[config.mk]
export PLATFORM = sky130hd
export DESIGN_NAME = debug_io_sequencer_flat
export DESIGN_NICKNAME = d
export VERILOG_FILES = /design/src/rtl/debug_io_pkg.sv /design/src/rtl/debug_io_if.sv /design/src/rtl/debug_io_timer.sv /design/src/rtl/debug_io_sequencer.sv /design/src/flat_wrapper.sv
export SDC_FILE = /design/constraint.sdc
export NUM_CORES = 1
export LEC_CHECK = 0
export CAP_MARGIN = 25
export CORE_MARGIN = 10
export CORE_UTILIZATION = 41
export DETAILED_ROUTE_END_ITERATION = 7
export PLACE_DENSITY = 0.77
export SKIP_LAST_GASP = 1
export SYNTH_ARGS = -nofsm -noshare
export SYNTH_HDL_FRONTEND = slang
export SYNTH_SLANG_ARGS = --single-unit
export TNS_END_PERCENT = 100
[constraint.sdc]
create_clock -name clk -period 1.6 [get_ports clk]
set_clock_uncertainty 0.05 [all_clocks]
set_input_delay 0.4 -clock clk [delete_from_list [all_inputs] [get_ports clk]]
set_output_delay 0.4 -clock clk [all_outputs]
set_load 0.05 [all_outputs]
[src/rtl/debug_io_pkg.sv]
// Shared types and constants for the debug/coprocessor IO sequencer.
// Optional CSR support is selected in the top with DEBUG_IO_CSR_EN.
package debug_io_pkg;

    typedef enum logic [1:0] {
        OP_READ_GPR  = 2'd0,
        OP_WRITE_GPR = 2'd1,
        OP_READ_CSR  = 2'd2,
        OP_WRITE_CSR = 2'd3
    } op_e;

    typedef enum logic [1:0] {
        ST_IDLE   = 2'd0,
        ST_HALT   = 2'd1,
        ST_ACCESS = 2'd2,
        ST_RESP   = 2'd3
    } state_e;

    localparam int CTL_WE   = 0;
    localparam int CTL_RD   = 1;
    localparam int CTL_CSR  = 3;
    localparam int CTL_HALT = 4;
    localparam int CTLW     = 5;

    localparam int GPR_AW = 5;
    localparam int CSR_AW = 12;
    localparam int AW     = 15;

    function automatic logic op_is_write(input op_e op);
        return (op == OP_WRITE_GPR) || (op == OP_WRITE_CSR);
    endfunction

    function automatic logic op_is_csr(input op_e op);
        return (op == OP_READ_CSR) || (op == OP_WRITE_CSR);
    endfunction

endpackage

[src/rtl/debug_io_if.sv]
// Command/response link plus the datapath coprocessor IO port.
// master = sequencer side, slave = debug link and datapath side.
interface debug_io_if #(
    parameter int N = 64
);
    logic          cmd_valid;
    logic          cmd_ready;
    logic [1:0]    cmd_op;
    logic [14:0]   cmd_addr;
    logic [N-1:0]  cmd_wdata;
    logic          rsp_valid;
    logic          rsp_ready;
    logic [N-1:0]  rsp_rdata;
    logic          rsp_err;
    logic          mem_busy;
    logic [14:0]   coprocessorIOAddr;
    logic [4:0]    coprocessorIOControl;
    logic [N-1:0]  coprocessorIODataOut;
    logic [N-1:0]  coprocessorIODataIn;

    modport master (
        input  cmd_valid, cmd_op, cmd_addr, cmd_wdata, rsp_ready,
               mem_busy, coprocessorIODataIn,
        output cmd_ready, rsp_valid, rsp_rdata, rsp_err,
               coprocessorIOAddr, coprocessorIOControl, coprocessorIODataOut
    );

    modport slave (
        output cmd_valid, cmd_op, cmd_addr, cmd_wdata, rsp_ready,
               mem_busy, coprocessorIODataIn,
        input  cmd_ready, rsp_valid, rsp_rdata, rsp_err,
               coprocessorIOAddr, coprocessorIOControl, coprocessorIODataOut
    );
endinterface

[src/rtl/debug_io_timer.sv]
// Saturating wait counter for memory quiescence; reached flags the
// increment that brings the count to TIMEOUT.
module debug_io_timer #(
    parameter int TIMEOUT = 16
) (
    input  logic clk,
    input  logic reset,
    input  logic clr,
    input  logic inc,
    output logic reached
);
    localparam int CW = $clog2(TIMEOUT + 1);

    logic [CW-1:0] count_r;

    // Wait counter: clear wins, increment saturates at TIMEOUT.
    always_ff @(posedge clk or negedge reset) begin
        if (!reset) begin
            count_r <= {CW{1'b0}};
        end else if (clr) begin
            count_r <= {CW{1'b0}};
        end else if (inc && (count_r != CW'(TIMEOUT))) begin
            count_r <= count_r + CW'(1);
        end else begin
            count_r <= count_r;
        end
    end

    assign reached = inc && (count_r >= CW'(TIMEOUT - 1));

endmodule

[src/rtl/debug_io_sequencer.sv]
// Debug/coprocessor access sequencer: halts fetch, waits for memory to drain,
// performs one GPR/CSR access. CSR ops exist only with DEBUG_IO_CSR_EN defined.
module debug_io_sequencer
    import debug_io_pkg::*;
#(
    parameter int N       = 64,
    parameter int TIMEOUT = 16
) (
    input  logic       clk,
    input  logic       reset,
    debug_io_if.master io
);

`ifdef DEBUG_IO_CSR_EN
    localparam int LAT_AW = CSR_AW;
`else
    localparam int LAT_AW = GPR_AW;
`endif
    localparam logic [CTLW-1:0] CTL_HALT_ONLY = 5'b1_0000;

    state_e             state_r;
    logic               wr_r;
`ifdef DEBUG_IO_CSR_EN
    logic               csr_r;
`endif
    logic [LAT_AW-1:0]  addr_r;
    logic [N-1:0]       wdata_r;

    logic               cmd_ready_r;
    logic               rsp_valid_r;
    logic               rsp_err_r;
    logic [N-1:0]       rsp_rdata_r;
    logic [AW-1:0]      cop_addr_r;
    logic [CTLW-1:0]    cop_ctl_r;
    logic [N-1:0]       cop_dout_r;

    logic               cmd_ok_s;
    logic               acc_csr_s;
    logic [AW-1:0]      acc_addr_s;
    logic [CTLW-1:0]    acc_ctl_s;
    logic               timer_clr_s;
    logic               timer_inc_s;
    logic               timeout_s;

    // Command validity: address must fit the field width of its target.
    always_comb begin
        case (op_e'(io.cmd_op))
            OP_READ_GPR, OP_WRITE_GPR: cmd_ok_s = (io.cmd_addr[14:5] == 10'd0);
`ifdef DEBUG_IO_CSR_EN
            OP_READ_CSR, OP_WRITE_CSR: cmd_ok_s = (io.cmd_addr[14:12] == 3'd0);
`endif
            default:                   cmd_ok_s = 1'b0;
        endcase
    end

    // Address and control for the access cycle, from the latched command.
    always_comb begin
        acc_csr_s = 1'b0;
`ifdef DEBUG_IO_CSR_EN
        acc_csr_s = csr_r;
`endif
        acc_ctl_s          = CTL_HALT_ONLY;
        acc_ctl_s[CTL_WE]  = wr_r;
        acc_ctl_s[CTL_RD]  = ~wr_r;
        acc_ctl_s[CTL_CSR] = acc_csr_s;
        if (acc_csr_s) begin
            acc_addr_s = AW'(addr_r);
        end else begin
            acc_addr_s = AW'(addr_r[GPR_AW-1:0]);
        end
    end

    assign timer_clr_s = (state_r != ST_HALT);
    assign timer_inc_s = (state_r == ST_HALT) && io.mem_busy;

    debug_io_timer #(
        .TIMEOUT (TIMEOUT)
    ) u_timer (
        .clk     (clk),
        .reset   (reset),
        .clr     (timer_clr_s),
        .inc     (timer_inc_s),
        .reached (timeout_s)
    );

    // Sequencer FSM; every output is a register updated on the transition.
    always_ff @(posedge clk or negedge reset) begin
        if (!reset) begin
            state_r     <= ST_IDLE;
            wr_r        <= 1'b0;
`ifdef DEBUG_IO_CSR_EN
            csr_r       <= 1'b0;
`endif
            addr_r      <= {LAT_AW{1'b0}};
            wdata_r     <= {N{1'b0}};
            cmd_ready_r <= 1'b1;
            rsp_valid_r <= 1'b0;
            rsp_err_r   <= 1'b0;
            rsp_rdata_r <= {N{1'b0}};
            cop_addr_r  <= {AW{1'b0}};
            cop_ctl_r   <= {CTLW{1'b0}};
            cop_dout_r  <= {N{1'b0}};
        end else begin
            case (state_r)
                ST_IDLE: begin
                    if (io.cmd_valid && cmd_ready_r) begin
                        wr_r        <= op_is_write(op_e'(io.cmd_op));
`ifdef DEBUG_IO_CSR_EN
                        csr_r       <= op_is_csr(op_e'(io.cmd_op));
`endif
                        addr_r      <= io.cmd_addr[LAT_AW-1:0];
                        wdata_r     <= io.cmd_wdata;
                        cmd_ready_r <= 1'b0;
                        if (cmd_ok_s) begin
                            state_r   <= ST_HALT;
                            cop_ctl_r <= CTL_HALT_ONLY;
                        end else begin
                            // Rejected commands answer at once and never halt the core.
                            state_r     <= ST_RESP;
                            rsp_valid_r <= 1'b1;
                            rsp_err_r   <= 1'b1;
                        end
                    end
                end
                ST_HALT: begin
                    if (!io.mem_busy) begin
                        state_r    <= ST_ACCESS;
                        cop_addr_r <= acc_addr_s;
                        cop_ctl_r  <= acc_ctl_s;
                        cop_dout_r <= wr_r ? wdata_r : {N{1'b0}};
                    end else if (timeout_s) begin
                        state_r     <= ST_RESP;
                        rsp_valid_r <= 1'b1;
                        rsp_err_r   <= 1'b1;
                    end else begin
                        state_r <= ST_HALT;
                    end
                end
                ST_ACCESS: begin
                    state_r     <= ST_RESP;
                    cop_addr_r  <= {AW{1'b0}};
                    cop_ctl_r   <= CTL_HALT_ONLY;
                    cop_dout_r  <= {N{1'b0}};
                    rsp_valid_r <= 1'b1;
                    rsp_err_r   <= 1'b0;
                    rsp_rdata_r <= wr_r ? {N{1'b0}} : io.coprocessorIODataIn;
                end
                ST_RESP: begin
                    if (io.rsp_ready) begin
                        state_r     <= ST_IDLE;
                        cmd_ready_r <= 1'b1;
                        rsp_valid_r <= 1'b0;
                        rsp_err_r   <= 1'b0;
                        rsp_rdata_r <= {N{1'b0}};
                        cop_ctl_r   <= {CTLW{1'b0}};
                    end
                end
                default: begin
                    state_r     <= ST_IDLE;
                    cmd_ready_r <= 1'b1;
                    rsp_valid_r <= 1'b0;
                    rsp_err_r   <= 1'b0;
                    rsp_rdata_r <= {N{1'b0}};
                    cop_addr_r  <= {AW{1'b0}};
                    cop_ctl_r   <= {CTLW{1'b0}};
                    cop_dout_r  <= {N{1'b0}};
                end
            endcase
        end
    end

    assign io.cmd_ready            = cmd_ready_r;
    assign io.rsp_valid            = rsp_valid_r;
    assign io.rsp_err              = rsp_err_r;
    assign io.rsp_rdata            = rsp_rdata_r;
    assign io.coprocessorIOAddr    = cop_addr_r;
    assign io.coprocessorIOControl = cop_ctl_r;
    assign io.coprocessorIODataOut = cop_dout_r;

endmodule

[src/flat_wrapper.sv]
// flat-port wrapper written by rule: the top's interface ports become plain ports
module debug_io_sequencer_flat import debug_io_pkg::*;
#(
    parameter int N       = 64,
    parameter int TIMEOUT = 16
)
  (clk, reset, io_cmd_valid, io_cmd_op, io_cmd_addr, io_cmd_wdata, io_rsp_ready, io_mem_busy, io_coprocessorIODataIn, io_cmd_ready, io_rsp_valid, io_rsp_rdata, io_rsp_err, io_coprocessorIOAddr, io_coprocessorIOControl, io_coprocessorIODataOut);
  debug_io_if #(.N(N)) io_i ();
  input  logic clk;
  input  logic reset;
  input wire logic [$bits(io_i.cmd_valid)-1:0] io_cmd_valid;
  input wire logic [$bits(io_i.cmd_op)-1:0] io_cmd_op;
  input wire logic [$bits(io_i.cmd_addr)-1:0] io_cmd_addr;
  input wire logic [$bits(io_i.cmd_wdata)-1:0] io_cmd_wdata;
  input wire logic [$bits(io_i.rsp_ready)-1:0] io_rsp_ready;
  input wire logic [$bits(io_i.mem_busy)-1:0] io_mem_busy;
  input wire logic [$bits(io_i.coprocessorIODataIn)-1:0] io_coprocessorIODataIn;
  output wire logic [$bits(io_i.cmd_ready)-1:0] io_cmd_ready;
  output wire logic [$bits(io_i.rsp_valid)-1:0] io_rsp_valid;
  output wire logic [$bits(io_i.rsp_rdata)-1:0] io_rsp_rdata;
  output wire logic [$bits(io_i.rsp_err)-1:0] io_rsp_err;
  output wire logic [$bits(io_i.coprocessorIOAddr)-1:0] io_coprocessorIOAddr;
  output wire logic [$bits(io_i.coprocessorIOControl)-1:0] io_coprocessorIOControl;
  output wire logic [$bits(io_i.coprocessorIODataOut)-1:0] io_coprocessorIODataOut;
  assign io_i.cmd_valid = io_cmd_valid;
  assign io_i.cmd_op = io_cmd_op;
  assign io_i.cmd_addr = io_cmd_addr;
  assign io_i.cmd_wdata = io_cmd_wdata;
  assign io_i.rsp_ready = io_rsp_ready;
  assign io_i.mem_busy = io_mem_busy;
  assign io_i.coprocessorIODataIn = io_coprocessorIODataIn;
  assign io_cmd_ready = io_i.cmd_ready;
  assign io_rsp_valid = io_i.rsp_valid;
  assign io_rsp_rdata = io_i.rsp_rdata;
  assign io_rsp_err = io_i.rsp_err;
  assign io_coprocessorIOAddr = io_i.coprocessorIOAddr;
  assign io_coprocessorIOControl = io_i.coprocessorIOControl;
  assign io_coprocessorIODataOut = io_i.coprocessorIODataOut;
  debug_io_sequencer #(.N(N), .TIMEOUT(TIMEOUT)) u_core (.clk(clk), .reset(reset), .io(io_i));
endmodule
# After elaboration in Yosys (flattened, before gate mapping)
# Cells that the tools add are included.
[word_totals]
output_inout_bits = 151
regBits = 228
inputBits = 150
[classes]
reduce_logical = 20
magnitude_cmp = 1
eq_ne = 14
n_bitwise = 1
n_addsub = 1
muxes = 32
[op_table]
columns = ["cell", "n"]
rows = [
  ["2-to-1 mux 64 bit", 4],
  ["one-hot mux 64 bit (2 select lines)", 2],
  ["2-to-1 mux 5 bit", 6],
  ["one-hot mux 15 bit (2 select lines)", 1],
  ["one-hot mux 5 bit (4 select lines)", 1],
  ["2-to-1 mux 15 bit", 1],
  ["zero test 10 bit", 1],
  ["2-to-1 mux 2 bit", 5],
  ["2-to-1 mux 1 bit", 8],
  ["!= test 2 x 1 -> 1 bit (second input constant)", 4],
  ["!= test 2 bit (second input constant)", 4],
  ["one-hot mux 1 bit (4 select lines)", 2],
  ["one-hot mux 2 bit (4 select lines)", 1],
  ["AND reduction 2 bit", 4],
  ["nonzero test 2 bit", 4],
  ["equality test 2 bit (second input constant)", 3],
  ["adder 5 x 1 -> 5 bit (second input constant)", 1],
  [">= comparator 5 x 4 -> 1 bit (second input constant)", 1],
  ["!= test 5 bit (second input constant)", 1],
  ["AND reduction 5 bit", 1],
  ["equality test 2 x 1 -> 1 bit (second input constant)", 2],
  ["logical AND 1 bit", 4],
  ["zero test 2 bit", 2],
  ["AND reduction 4 bit", 1],
  ["other kinds (5)", 5],
]

# Longest topological paths before layout
[logic_depth]
depth_word = 6
mapped_depth = 7
mapped_depth_nobuf = 7

# Cells and area by module
# From an unflattened synthesis, not the netlist that was laid out.
[unflattened]
cells_unflattened = 607
hier_area_um2 = 8252.9
[modules_own_cells]
columns = ["module", "cells_per_inst", "instances", "area_each_um2"]
rows = [
  ["debug_io_sequencer", 574, 1, 7942.6],
  ["debug_io_timer", 33, 1, 310.3],
]

# Least setup slack after synthesis
# OpenSTA, ideal clock, no wires.
[synth_timing]
kind = "flip-flop to flip-flop"
startpoint = "register u_core.cmd_ready_r (netlist: u_core.io.cmd_ready)"
endpoint = "register u_core.wdata_r[2]"
stages_incl_launch_ff = 5
path_buffers = 1
t_arrival_ns = 1.642
setup_ns = 0.125
path_slack_ns = -0.216
cell_sequence = "dfstp_2 > nand2_1 > nor3_4 > buf_2 > mux2_2"
[synth_via]
elab_chain_cells = 2
[synth_lines]
columns = ["item", "line", "source"]
rows = [
  ["from (decl)", "debug_io_sequencer.sv:29", "logic cmd_ready_r;"],
  ["from (signal assigned)", "debug_io_sequencer.sv:96", "cmd_ready_r <= 1'b1;"],
  ["from (signal assigned)", "debug_io_sequencer.sv:113", "cmd_ready_r <= 1'b0;"],
  ["from (signal assigned)", "debug_io_sequencer.sv:151", "cmd_ready_r <= 1'b1;"],
  ["logical AND 1 bit", "debug_io_sequencer.sv:106", "if (io.cmd_valid && cmd_ready_r) begin"],
  ["AND reduction 2 bit (no line)", "n/a", ""],
  ["to (signal assigned)", "debug_io_sequencer.sv:95", "wdata_r <= {N{1'b0}};"],
  ["to (signal assigned)", "debug_io_sequencer.sv:112", "wdata_r <= io.cmd_wdata;"],
  ["to (decl)", "debug_io_sequencer.sv:27", "logic [N-1:0] wdata_r;"],
]
# Every way passes these cells.
# A chain may end at the register's enable or synchronous reset.

# Final worst setup path
[layout_timing]
startpoint = "register u_core.cmd_ready_r (netlist: u_core.io.cmd_ready)"
endpoint = "register u_core.wdata_r[35]"
# Same word-level chain as after synthesis.

==> flow_summary.toml <==
[routing]
detailed_router_iteration_count_before_antenna_repair = 7
route.vias.total = 6840
post-route-drc-count = 0
detailed_router_s_first_iteration_violation_count = 321
post_drt_via_cell_ratio = 5.202
route.detailed.wl_per_inst_um = 22.91
drtAntennaViolNets = 0
route.final.wire_length_um = 30130

[placed_design]
gpl.final_weighted_congestion = 0.8028
count_of_input_and_output_buffers = 288
detailed_place_hpwl_um = 19330
dp_worst_setup_slack_ns = -0.5358
dpl.cell_count = 1250

[die]
design.die.area_um2 = 26760
floorplan.io_pins = 301
start_util_pct = 41.78
die_y_um = 163.6
coreArea_um2 = 20230
die_width_um = 163.6
placement_rows = 52

[layout]
flow.area_growth_from_synthesis_pct = 80.34
finish.net_count = 1183
layout.core_utilization_pct = 75.34
post_layout_nonfiller_instances = 1315
final_layout_size_suffix_gt1_share_pct = 41.57

[worst_setup_path]
path_delay_family = "flip-flops"
crit_top_cell = "sky130_fd_sc_hd__buf_12"
slowest_delay_ns = 0.57
path_cells = "nand2_4 > nor3_4 > buf_12 > buf_12 > clkbuf_16 > mux2_4"
worst_setup_path_end_kind = "flip-flop"
crit_slowest_cell = "sky130_fd_sc_hd__dfstp_2"
worstSetupStartpointType = "flip-flop"
crit_required_ns = 1.94
critical_path.n_buffers_inverters = 3
crit_path_max_fanout = 7
critical_path_class = "flip-flop to flip-flop"
timing.critical_path.arrival_ns = 2.14

[synth]
ys_async_sr_fraction_pct = 100.0
edff_count_synth = 0
synth.largest_area_cell = "sky130_fd_sc_hd__dfrtp_1"
yosys_register_bits = 216
syn_inst_count = 687
post_synth_num_cell_types = 43
yosys_warnings = 0
synth_commonest_cells = "sky130_fd_sc_hd__dfrtp_1, sky130_fd_sc_hd__nand2_1, sky130_fd_sc_hd__nand3_1"
yosys_most_used_dff = "sky130_fd_sc_hd__dfrtp_1"
ys_seq_area_share_pct = 63.96
yosysTopAreaCellShare_pct = 63.65
synthesis.area_um2 = 8453
synth.area.top_cells = "sky130_fd_sc_hd__dfrtp_1, sky130_fd_sc_hd__mux2_2, sky130_fd_sc_hd__a22o_1"
count_leader_synth = "sky130_fd_sc_hd__dfrtp_1"
synth.avg_cell_area_um2 = 12.30

[sta]
min_period_ns = 1.797
hold_slack_ns = 0.3351
final_hold_viol_count = 0
fmax_mhz = 556.4
period_share_pct = 112.3
setup_repair_after_global_routing_missed_its_margin = "true"
post-route-worst-setup-slack_ns = -0.1974
timing.final.setup_violations = 97
slew_viol_final = 0

[worst_hold_path]
classification_of_the_worst_slack_hold_path = "primary input to async pin"

[clocking]
clock_latency_ns = 0.51
cts.clk_slew.worst_paths_ns = 0.06
numCtsBuffers = 23
cts_max_path_buffers = 3
tritoncts = "yes"
h-tree-depth = 1
clock-root-buffer = "sky130_fd_sc_hd__clkbuf_16"
cts.sinks = 216

[global_routing]
grt_pass1_vias = 7423
number_of_antenna_violations_at_the_first_check_in_global_routing = 1
grt_first_pass_wirelength_um = 43190
grt_start_max_net_pins = 51
grt_use_total_pct = 20.37
grt-ovfl-total = 0

[pwr]
comb_power_share_pct = 5.1
power.internal_w = 0.009248
power.share.clock_pct = 47.9
swShare_pct = 20.56
switching_power_w = 0.002393
p_leak_nw = 7.088
worst_ir_drop_vdd_v = 0.0006051
power_frac_seq_pct = 46.9
finalPower_w = 0.01164
power_density_nw_per_um2 = 763.7

[status]
failed_checks = "setup timing"
outcome = "finished with violations"

[flow_run]
max-cap-violations = 0
-- layout by cell type (no fill, tap or decap), types with 7 or more instances in the layout --
cell and n:
sky130_fd_sc_hd__buf_6 9, sky130_fd_sc_hd__clkbuf_16 28, sky130_fd_sc_hd__buf_4 35, sky130_fd_sc_hd__mux2_4 42, sky130_fd_sc_hd__o21ai_0 9, sky130_fd_sc_hd__dfrtp_1 213, sky130_fd_sc_hd__a22o_1 64, sky130_fd_sc_hd__clkdlybuf4s50_1 148
sky130_fd_sc_hd__clkbuf_8 7, sky130_fd_sc_hd__nand2_4 37, sky130_fd_sc_hd__nand2_1 49, sky130_fd_sc_hd__nand3_1 66, sky130_fd_sc_hd__buf_12 156, sky130_fd_sc_hd__nand2_2 57, sky130_fd_sc_hd__conb_1 12, sky130_fd_sc_hd__mux2_2 28
-- final cells by class --
cell class	instances	area, µm²
flip-flops and latches	216	5409
repair buffers	362	5286
fillers	1143	4990
multi-input cells	421	3401
clock buffers	35	690.7
well taps	270	337.8
clock inverters	4	95.09
inverters	6	22.52
diodes	1	2.502
-- metal layers --
metal	track usage [%]	vias to the layer above	wire (µm)
met4	5.199	0	720
met3	7.803	53	3036
met1	22.87	3438	10890
met2	35.60	290	15480
met5	0	-	0
li1	-	3059	-
-- path summary, 6_finish.rpt --
| path | to | from | slack [ns] | depth (start not counted) |
|---|---|---|---|---|
| setup reg to reg | u_core.wdata_r[35]$_DFFE_PN0P_ | u_core.io.cmd_ready$_DFFE_PN1P_ | -0.20 | 6 |
| min in group clk | u_core.io.rsp_rdata[10]$_DFFE_PN0P_ | io_coprocessorIODataIn[10] | 0.44 | 2 |
| setup / recovery | u_core.wdata_r[35]$_DFFE_PN0P_ | u_core.io.cmd_ready$_DFFE_PN1P_ | -0.20 | 6 |
| hold / removal | u_core.io.rsp_rdata[14]$_DFFE_PN0P_ | reset | 0.34 | 2 |
| max in group asynchronous | u_core.io.coprocessorIODataOut[12]$_DFFE_PN0P_ | reset | 0.60 | 3 |
| hold reg to reg | u_core.io.coprocessorIODataOut[58]$_DFFE_PN0P_ | u_core.wdata_r[58]$_DFFE_PN0P_ | 0.44 | 2 |
-- power by group through the flow --
| stage | sequential (W) | clock, W | combinational (W) |
|---|---|---|---|
| floorplan | 0.00556 | 0 | 0.0000892 |
| global placement | 0.00556 | 0 | 0.000579 |
| detailed placement | 0.00556 | 0 | 0.000588 |
| CTS | 0.00546 | 0.00563 | 0.000594 |
| global route | 0.00546 | 0.00592 | 0.000644 |
| finish | 0.00546 | 0.00558 | 0.000598 |
-- timing repair --
item / 4_1_cts / 5_1_grt
pin swaps: 5 / 62
hold buffers: 1 / 0
hold endpoints to repair: 35 / 0
setup buffers: 12 / 4
gates cloned: 8 / 5
gates resized for setup: 27 / 184
setup endpoints to repair: 113 / 139
-- worst register-to-register path, stage by stage, from the launching register on --
cell and delay (ns):
sky130_fd_sc_hd__dfstp_2 0.57, sky130_fd_sc_hd__nand2_4 0.07, sky130_fd_sc_hd__nor3_4 0.22, sky130_fd_sc_hd__buf_12 0.18, sky130_fd_sc_hd__buf_12 0.13, sky130_fd_sc_hd__clkbuf_16 0.15, sky130_fd_sc_hd__mux2_4 0.30
-- logic make-up (layout without fill, tap and decap cells) --
family                     Yosys count  count (layout)  synth area share, %
buffers and inverters               62             407                4.455
DFF                                216             216                63.96
AOI/OAI and AO/OA                   96              96                9.148
and+or+nand+nor                    235             236                12.17
xor gates and xnor gates             1               1               0.1036
adders and majority gates            3               3               0.4441
muxes                               73              73                9.680
other                                1              13              0.04436
-- stage by stage --
step	area (µm²)	setup TNS, ns
after floorplan	8558	-12.02
after global placement	13370	-61.52
after detailed placement	13370	-67.28
after CTS	14560	-7.392
after global routing	15240	-13.39
final	15240	-8.891
-- flip-flops by register name, summed over array words and instances (netlist names) --
| name | count |
|---|---|
| u_core.io.coprocessorIOControl | 3 |
| u_core.io.coprocessorIOAddr | 5 |
| u_core.wr_r | 1 |
| u_core.io.rsp_err | 1 |
| u_core.addr_r | 5 |
| u_core.io.rsp_rdata | 64 |
| u_core.io.coprocessorIODataOut | 64 |
| u_core.wdata_r | 64 |
| u_core.io.cmd_ready | 1 |
| u_core.io.rsp_valid | 1 |
| u_core.u_timer.count_r | 5 |
| u_core.state_r | 2 |
No activity file was read; power rests on OpenSTA's default activity.
